`config.mk`:
```
export PLATFORM = sky130hd
export DESIGN_NAME = mdu_iter
export DESIGN_NICKNAME = d
export VERILOG_FILES = /design/src/rtl/mdu_pkg.sv /design/src/rtl/mdu_step.sv /design/src/rtl/mdu_iter.sv
export SDC_FILE = /design/constraint.sdc
export NUM_CORES = 1
export LEC_CHECK = 0
export CORE_MARGIN = 2
export CORE_UTILIZATION = 54
export CTS_CLUSTER_DIAMETER = 80
export DETAILED_ROUTE_END_ITERATION = 16
export PLACE_DENSITY = 0.76
export SYNTH_ARGS = -nofsm -noshare
export SYNTH_HDL_FRONTEND = slang
export SYNTH_SLANG_ARGS = --single-unit
```
`constraint.sdc`:
```
create_clock -name clk -period 5.16 [get_ports clk]
set_clock_uncertainty 0.2 [all_clocks]
set_input_delay 1.032 -clock clk [delete_from_list [all_inputs] [get_ports clk]]
set_output_delay 1.032 -clock clk [all_outputs]
set_load 0.01 [all_outputs]
```
`src/rtl/mdu_pkg.sv`:
```
// Shared encodings and constants for the iterative RV32M/RV64M multiply/divide unit.
package mdu_pkg;

    typedef enum logic [2:0] {
        MDU_MUL    = 3'd0,
        MDU_MULH   = 3'd1,
        MDU_MULHSU = 3'd2,
        MDU_MULHU  = 3'd3,
        MDU_DIV    = 3'd4,
        MDU_DIVU   = 3'd5,
        MDU_REM    = 3'd6,
        MDU_REMU   = 3'd7
    } mdu_op_e;

    typedef enum logic [1:0] {
        IDLE = 2'd0,
        MUL  = 2'd1,
        DIV  = 2'd2,
        DONE = 2'd3
    } mdu_state_e;

    localparam int unsigned MAX_XLEN = 64;

    // Most-negative two's-complement value for an xlen-bit word, right-aligned.
    function automatic logic [MAX_XLEN-1:0] most_neg(input int unsigned xlen);
        return 64'd1 << (xlen - 1);
    endfunction

endpackage

```
`src/rtl/mdu_step.sv`:
```
// One radix-2 iteration: shift-add multiply step or restoring divide step on magnitudes.
module mdu_step #(
    parameter int XLEN = 32
) (
    input  logic              div_mode,
    input  logic [2*XLEN-1:0] acc,
    input  logic [XLEN-1:0]   operand,
    output logic [2*XLEN-1:0] acc_next,
    output logic              q_bit
);

    logic [XLEN:0] sum;
    logic [XLEN:0] shifted_hi;
    logic [XLEN:0] diff;

    // NOTE: every output of a combinational block gets a default first so no latch is inferred.
    always_comb begin
        acc_next   = '0;
        q_bit      = 1'b0;
        // Multiply: {partial product, remaining multiplier bits}; add when the multiplier LSB is set.
        sum        = {1'b0, acc[2*XLEN-1:XLEN]} + (acc[0] ? {1'b0, operand} : '0);
        // Divide: {partial remainder, remaining dividend bits}; shift in the next dividend bit.
        shifted_hi = acc[2*XLEN-1:XLEN-1];
        diff       = shifted_hi - {1'b0, operand};
        if (div_mode) begin
            q_bit    = ~diff[XLEN];
            acc_next = {(q_bit ? diff[XLEN-1:0] : shifted_hi[XLEN-1:0]), acc[XLEN-2:0], q_bit};
        end else begin
            acc_next = {sum, acc[XLEN-1:1]};
        end
    end

endmodule

```
`src/rtl/mdu_iter.sv`:
```
// Iterative M-extension unit: valid/ready front end, FSM, counter and sign fix-up around mdu_step.
module mdu_iter
    import mdu_pkg::*;
#(
    parameter int XLEN      = 32,
    parameter bit EARLY_OUT = 1'b1
) (
    input  logic            clk,
    input  logic            rst_n,
    input  logic            flush,
    input  logic            in_valid,
    output logic            in_ready,
    input  logic [2:0]      in_op,
    input  logic [XLEN-1:0] in_a,
    input  logic [XLEN-1:0] in_b,
    output logic            out_valid,
    input  logic            out_ready,
    output logic [XLEN-1:0] out_result
);

    localparam int CW = $clog2(XLEN);
    localparam logic [XLEN-1:0] MOST_NEG = XLEN'(most_neg(XLEN));

    mdu_state_e        state_q, state_d;
    mdu_op_e           op_q;
    logic [CW-1:0]     cnt_q;
    logic              neg_a_q, neg_b_q;
    logic [XLEN-1:0]   opnd_q;
    logic [2*XLEN-1:0] acc_q;
    logic              special_q;
    logic [XLEN-1:0]   special_res_q;
    logic [XLEN-1:0]   result_q;

    mdu_op_e           op_in;
    logic              a_signed, b_signed, in_neg_a, in_neg_b, is_div;
    logic [XLEN-1:0]   mag_a, mag_b;
    logic              div_zero, div_ovf, special;
    logic [XLEN-1:0]   special_res;
    logic              accept;

    logic [2*XLEN-1:0] step_acc;
    logic              step_q;
    logic [2*XLEN-1:0] prod_fix;
    logic [XLEN-1:0]   fix_res;

    // Request decode: operand signedness, magnitudes and the cases with a fixed answer.
    always_comb begin
        op_in    = mdu_op_e'(in_op);
        a_signed = op_in inside {MDU_MUL, MDU_MULH, MDU_MULHSU, MDU_DIV, MDU_REM};
        b_signed = op_in inside {MDU_MUL, MDU_MULH, MDU_DIV, MDU_REM};
        in_neg_a = a_signed & in_a[XLEN-1];
        in_neg_b = b_signed & in_b[XLEN-1];
        mag_a    = in_neg_a ? -in_a : in_a;
        mag_b    = in_neg_b ? -in_b : in_b;
        is_div   = in_op[2];
        div_zero = is_div && (in_b == '0);
        div_ovf  = (op_in inside {MDU_DIV, MDU_REM}) && (in_a == MOST_NEG) && (in_b == '1);
        special  = div_zero | div_ovf;
        if (div_zero) begin
            special_res = (op_in inside {MDU_DIV, MDU_DIVU}) ? '1 : in_a;
        end else begin
            special_res = (op_in == MDU_DIV) ? in_a : '0;
        end
        accept = in_valid && (state_q == IDLE) && !flush;
    end

    mdu_step #(.XLEN(XLEN)) u_step (
        .div_mode (state_q == DIV),
        .acc      (acc_q),
        .operand  (opnd_q),
        .acc_next (step_acc),
        .q_bit    (step_q)
    );

    // Sign fix-up applied to the final step's accumulator as it is registered.
    always_comb begin
        prod_fix = (neg_a_q ^ neg_b_q) ? -step_acc : step_acc;
        unique case (op_q)
            MDU_MUL:                       fix_res = prod_fix[XLEN-1:0];
            MDU_MULH, MDU_MULHSU, MDU_MULHU: fix_res = prod_fix[2*XLEN-1:XLEN];
            MDU_DIV, MDU_DIVU:             fix_res = (neg_a_q ^ neg_b_q) ? -step_acc[XLEN-1:0]
                                                                          : step_acc[XLEN-1:0];
            default:                       fix_res = neg_a_q ? -step_acc[2*XLEN-1:XLEN]
                                                             : step_acc[2*XLEN-1:XLEN];
        endcase
        // Divide-by-zero and overflow results do not come out of the iteration when EARLY_OUT=0.
        if (special_q) fix_res = special_res_q;
    end

    always_comb begin
        state_d = state_q;
        unique case (state_q)
            IDLE: if (accept) state_d = (EARLY_OUT && special) ? DONE : (is_div ? DIV : MUL);
            MUL,
            DIV:  if (cnt_q == '0) state_d = DONE;
            DONE: if (out_ready) state_d = IDLE;
            default: state_d = IDLE;
        endcase
        if (flush) state_d = IDLE;
        in_ready   = (state_q == IDLE);
        out_valid  = (state_q == DONE);
        out_result = result_q;
    end

    // NOTE: sequential state uses non-blocking assignments so every register samples pre-edge values.
    always_ff @(posedge clk or negedge rst_n) begin
        if (!rst_n) state_q <= IDLE;
        else        state_q <= state_d;
    end

    // NOTE: only flops live here (no memory arrays), so all of them are cleared by reset.
    always_ff @(posedge clk or negedge rst_n) begin
        if (!rst_n) begin
            op_q          <= MDU_MUL;
            cnt_q         <= '0;
            neg_a_q       <= 1'b0;
            neg_b_q       <= 1'b0;
            opnd_q        <= '0;
            acc_q         <= '0;
            special_q     <= 1'b0;
            special_res_q <= '0;
            result_q      <= '0;
        end else if (flush) begin
            result_q <= '0;
        end else begin
            unique case (state_q)
                IDLE: if (accept) begin
                    op_q          <= op_in;
                    neg_a_q       <= in_neg_a;
                    neg_b_q       <= in_neg_b;
                    opnd_q        <= is_div ? mag_b : mag_a;
                    acc_q         <= {{XLEN{1'b0}}, (is_div ? mag_a : mag_b)};
                    cnt_q         <= CW'(XLEN - 1);
                    special_q     <= special;
                    special_res_q <= special_res;
                    if (EARLY_OUT && special) result_q <= special_res;
                end
                MUL, DIV: begin
                    acc_q <= step_acc;
                    if (cnt_q == '0) result_q <= fix_res;
                    else             cnt_q    <= cnt_q - CW'(1);
                end
                default: ;
            endcase
        end
    end

    logic unused_q_bit;
    assign unused_q_bit = step_q;

endmodule

```
==> Implementation_results.wiki <==
{| class="wikitable"
! Metric !! Value
|-
| Synthesized area || 18400 sq um
|-
| Total routing usage reported by global routing || 46.8%
|-
| Drt first pass iters || 7
|-
| Avg Inst Size Synth || 7.18 sq um
|-
| Number of unique standard cell types used by synthesis || 91
|-
| Layout Nets || 3121
|-
| Grt total ovfl || 0
|-
| Leakage power total || 0.0102 uW
|-
| Most common cell after layout, fill and taps aside || buf_4
|-
| Top library cells by usage in the layout, fill and taps aside || buf_4, nand2_1, o21ai_0
|-
| Kind of end point of the critical path || register
|-
| Number of register bits inferred by synthesis || 173
|-
| Horiz. Die Dim || 189 um
|-
| Number of buffers inserted for hold repair after clock tree synthesis || 0
|-
| Layout cell share with drive strength beyond 1 || 21.2%
|-
| Area share of the largest cell type after synthesis || 23.5%
|-
| Aggregate routed wire length || 85.7 mm
|-
| Number of global-route vias before repair || 21500
|-
| Number of remaining DRC errors || 0
|-
| Critical Path Start || in_b[8]
|-
| Worst Path Arrival || 5.30 ns
|-
| Antenna violations before repair || 4
|-
| Status || complete, no violations
|-
| Number of synthesis warnings || 0
|-
| Clock transition at the registers of the reported paths || 0.08 ns
|-
| Later-pin clock latency in the skew report || 0.48 ns
|-
| Fraction of the cycle the final worst path needs || 98.7%
|-
| Antenna fix cells || 0
|-
| Worst slew slack as a fraction of its limit || 25.8%
|-
| Number of buffers added by the clock tree synthesis step || 17
|-
| Top_reg_cell synth || dfrtp_1
|-
| Final Core Density || 71.9%
|-
| Nets in the synthesized netlist || 2716
|-
| Wire length of the first global-routing pass || 127 mm
|-
| Area growth from synthesis to final layout || 30.9%
|-
| Synth area leaders || dfrtp_1, o21ai_0, a21oi_1, nand2_1, xnor2_1
|-
| Cell chosen for the clock root || clkbuf_16
|-
| Vias per std cell || 6.68
|-
| Worst Setup Path Type || in2reg
|-
| Die boundary height || 189 um
|-
| Layout fillers || 2836
|-
| Sequential cell area fraction in the yosys report || 23.5%
|-
| Power density of the placed cells || 765 nW/um^2
|-
| Setup violators final || 0
|-
| Final critical-path setup slack || 0.0680 ns
|-
| CP required || 5.37 ns
|-
| Area leader, netlist || dfrtp_1
|-
| Area post-placement || 22800 sq um
|-
| Maximum count of clock buffers along a single path || 2
|-
| EDFF count, synth || 0
|-
| Max-slew violations || 0
|-
| Area of the multi-input gates || 13800 sq um
|-
| Highest attainable clock frequency || 196 MHz
|-
| Gate Count Post-Synth || 2568
|-
| H-tree level count || 4
|-
| Number of DRC markers after the initial detailed-route iteration || 3054
|-
| HP Class || reg2reg
|-
| Standard-cell row count || 67
|-
| Pin count of the biggest net entering global routing || 109
|-
| Via count || 22900
|-
| Number of nets still failing antenna checks after routing || 0
|-
| Startpoint types || input pin
|-
| Minimum setup slack after placement || -0.374 ns
|-
| Hold violation count in the final report || 0
|-
| Max-cap viol count || 0
|-
| CTS tree || yes
|-
| Async S/R FF share, synth || 100%
|-
| Design area || 24100 sq um
|-
| Critical register-to-register path startpoint || opnd_q[0]
|-
| Die ar. || 35600 sq um
|-
| Global placer's final weighted congestion || 1.06
|-
| Total half-perimeter wirelength after legalization and detailed placement || 66.9 mm
|-
| Core Footprint || 33500 sq um
|-
| Average wire length per cell after detail routing || 25.0 um
|-
| Startpoint of the tightest hold check path || special_res_q[28]
|-
| Transition time of the tightest slew-check pin || 1.11 ns
|-
| Slack of the worst reg-to-reg path || 0.11 ns
|-
| Highest net fanout along the worst path || 26
|-
| Area taken by flip-flops and latches || 4330 sq um
|-
| Num Clock Sinks || 173
|-
| Largest vdd supply drop || 0.000523 V
|-
| Buffers on Ports || 105
|-
| Number of top-level design ports || 106
|-
| Fin crit period || 5.09 ns
|-
| Starting Density || 55.0%
|}
power by group:
| part | internal, uW | switching [uW] |
|---|---|---|
| combinational | 5900 | 8760 |
| sequential | 1840 | 436 |
| clock | 838 | 666 |
| total | 8580 | 9860 |
metal layers:
layer | global-route usage [%] | vias up | routed length (um)
met5 | 0 | - | 44
met1 | 57.5 | 10700 | 31700
met3 | 15.3 | 401 | 10600
met2 | 70.0 | 1614 | 36300
li1 | - | 10200 | -
met4 | 31.4 | 6 | 7010
area by class of cell:
| cell class | count | area share [%] |
|---|---|---|
| Sequential cell | 173 | 18.0 |
| Tap cell | 448 | 2.32 |
| Inverter | 83 | 1.29 |
| Timing Repair Buffer | 554 | 18.6 |
| Multi-Input combinational cell | 2144 | 57.1 |
| Clock buffer | 19 | 1.84 |
| Clock inverter | 13 | 0.835 |
registers in the layout, indices dropped and copies added, names as in the netlist:
register and count:
out_result 32, cnt_q 5, op_q 3, special_q 1, neg_b_q 1, state_q 2, acc_q 64, neg_a_q 1
special_res_q 32, opnd_q 32
synth_stat cells (40+ instances only):
library cell,n
nand2_1,338
nor2_1,226
ha_1,74
and2_1,49
dfrtp_1,173
clkbuf_1,134
xor2_1,74
o21ai_0,286
a21oi_1,278
mux2i_1,40
xnor2_1,111
inv_1,81
nor3_1,57
nand3_1,46
worst max-delay path: stages:
cell,delay (ns)
clkdlybuf4s50_1,0.43
or4_1,0.59
nor4_2,0.16
buf_4,0.15
nand2b_1,0.05
or2_2,0.32
or4_4,0.55
nor2_4,0.22
nor2_1,0.15
o21ai_2,0.21
nand4_1,0.14
buf_4,0.27
nor2_1,0.28
nand2_1,0.08
a221oi_1,0.48
a221o_1,0.19
logic make-up (layout without fill, tap and decap cells):
logic type      Yosys count  after routing  share of synthesized area, %
fa+ha+maj                76             76                          5.24
mux                      46             46                          2.54
simple gates            901            901                          22.8
buf+inv                 251            669                          5.24
compound gates          936            936                          31.9
flops                   173            173                          23.5
xor+xnor                185            185                          8.79
metrics by stage:
stage | power (uW) | hold WS [ns] | cells | setup TNS [ns]
final | 18400 | 0.284 | 3434 | 0
after global routing | 19300 | 0.310 | 3434 | -0.290
after CTS | 17300 | 0.286 | 3423 | -0.00944
after detailed placement | 15700 | 0.270 | 3390 | -2.91
after global placement | 15400 | 0.262 | 3390 | -1.85
after floorplan | 9690 | 0.250 | 2568 | 0
final timing paths:
kind,to,depth (start not counted)
worst max-delay path,out_result[14],16
worst min register to register,special_res_q[28],2
worst min-delay path,special_res_q[28],2
min in group asynchronous,state_q[0],1
worst max register to register,out_result[23],18
max in group asynchronous,opnd_q[4],2
what timing repair did:
item	CTS	global route
setup buffers	1	11
pin swaps	4	40
resized for setup	14	108
setup endpoints to repair	10	28
Power figures use the tool's default switching activity.
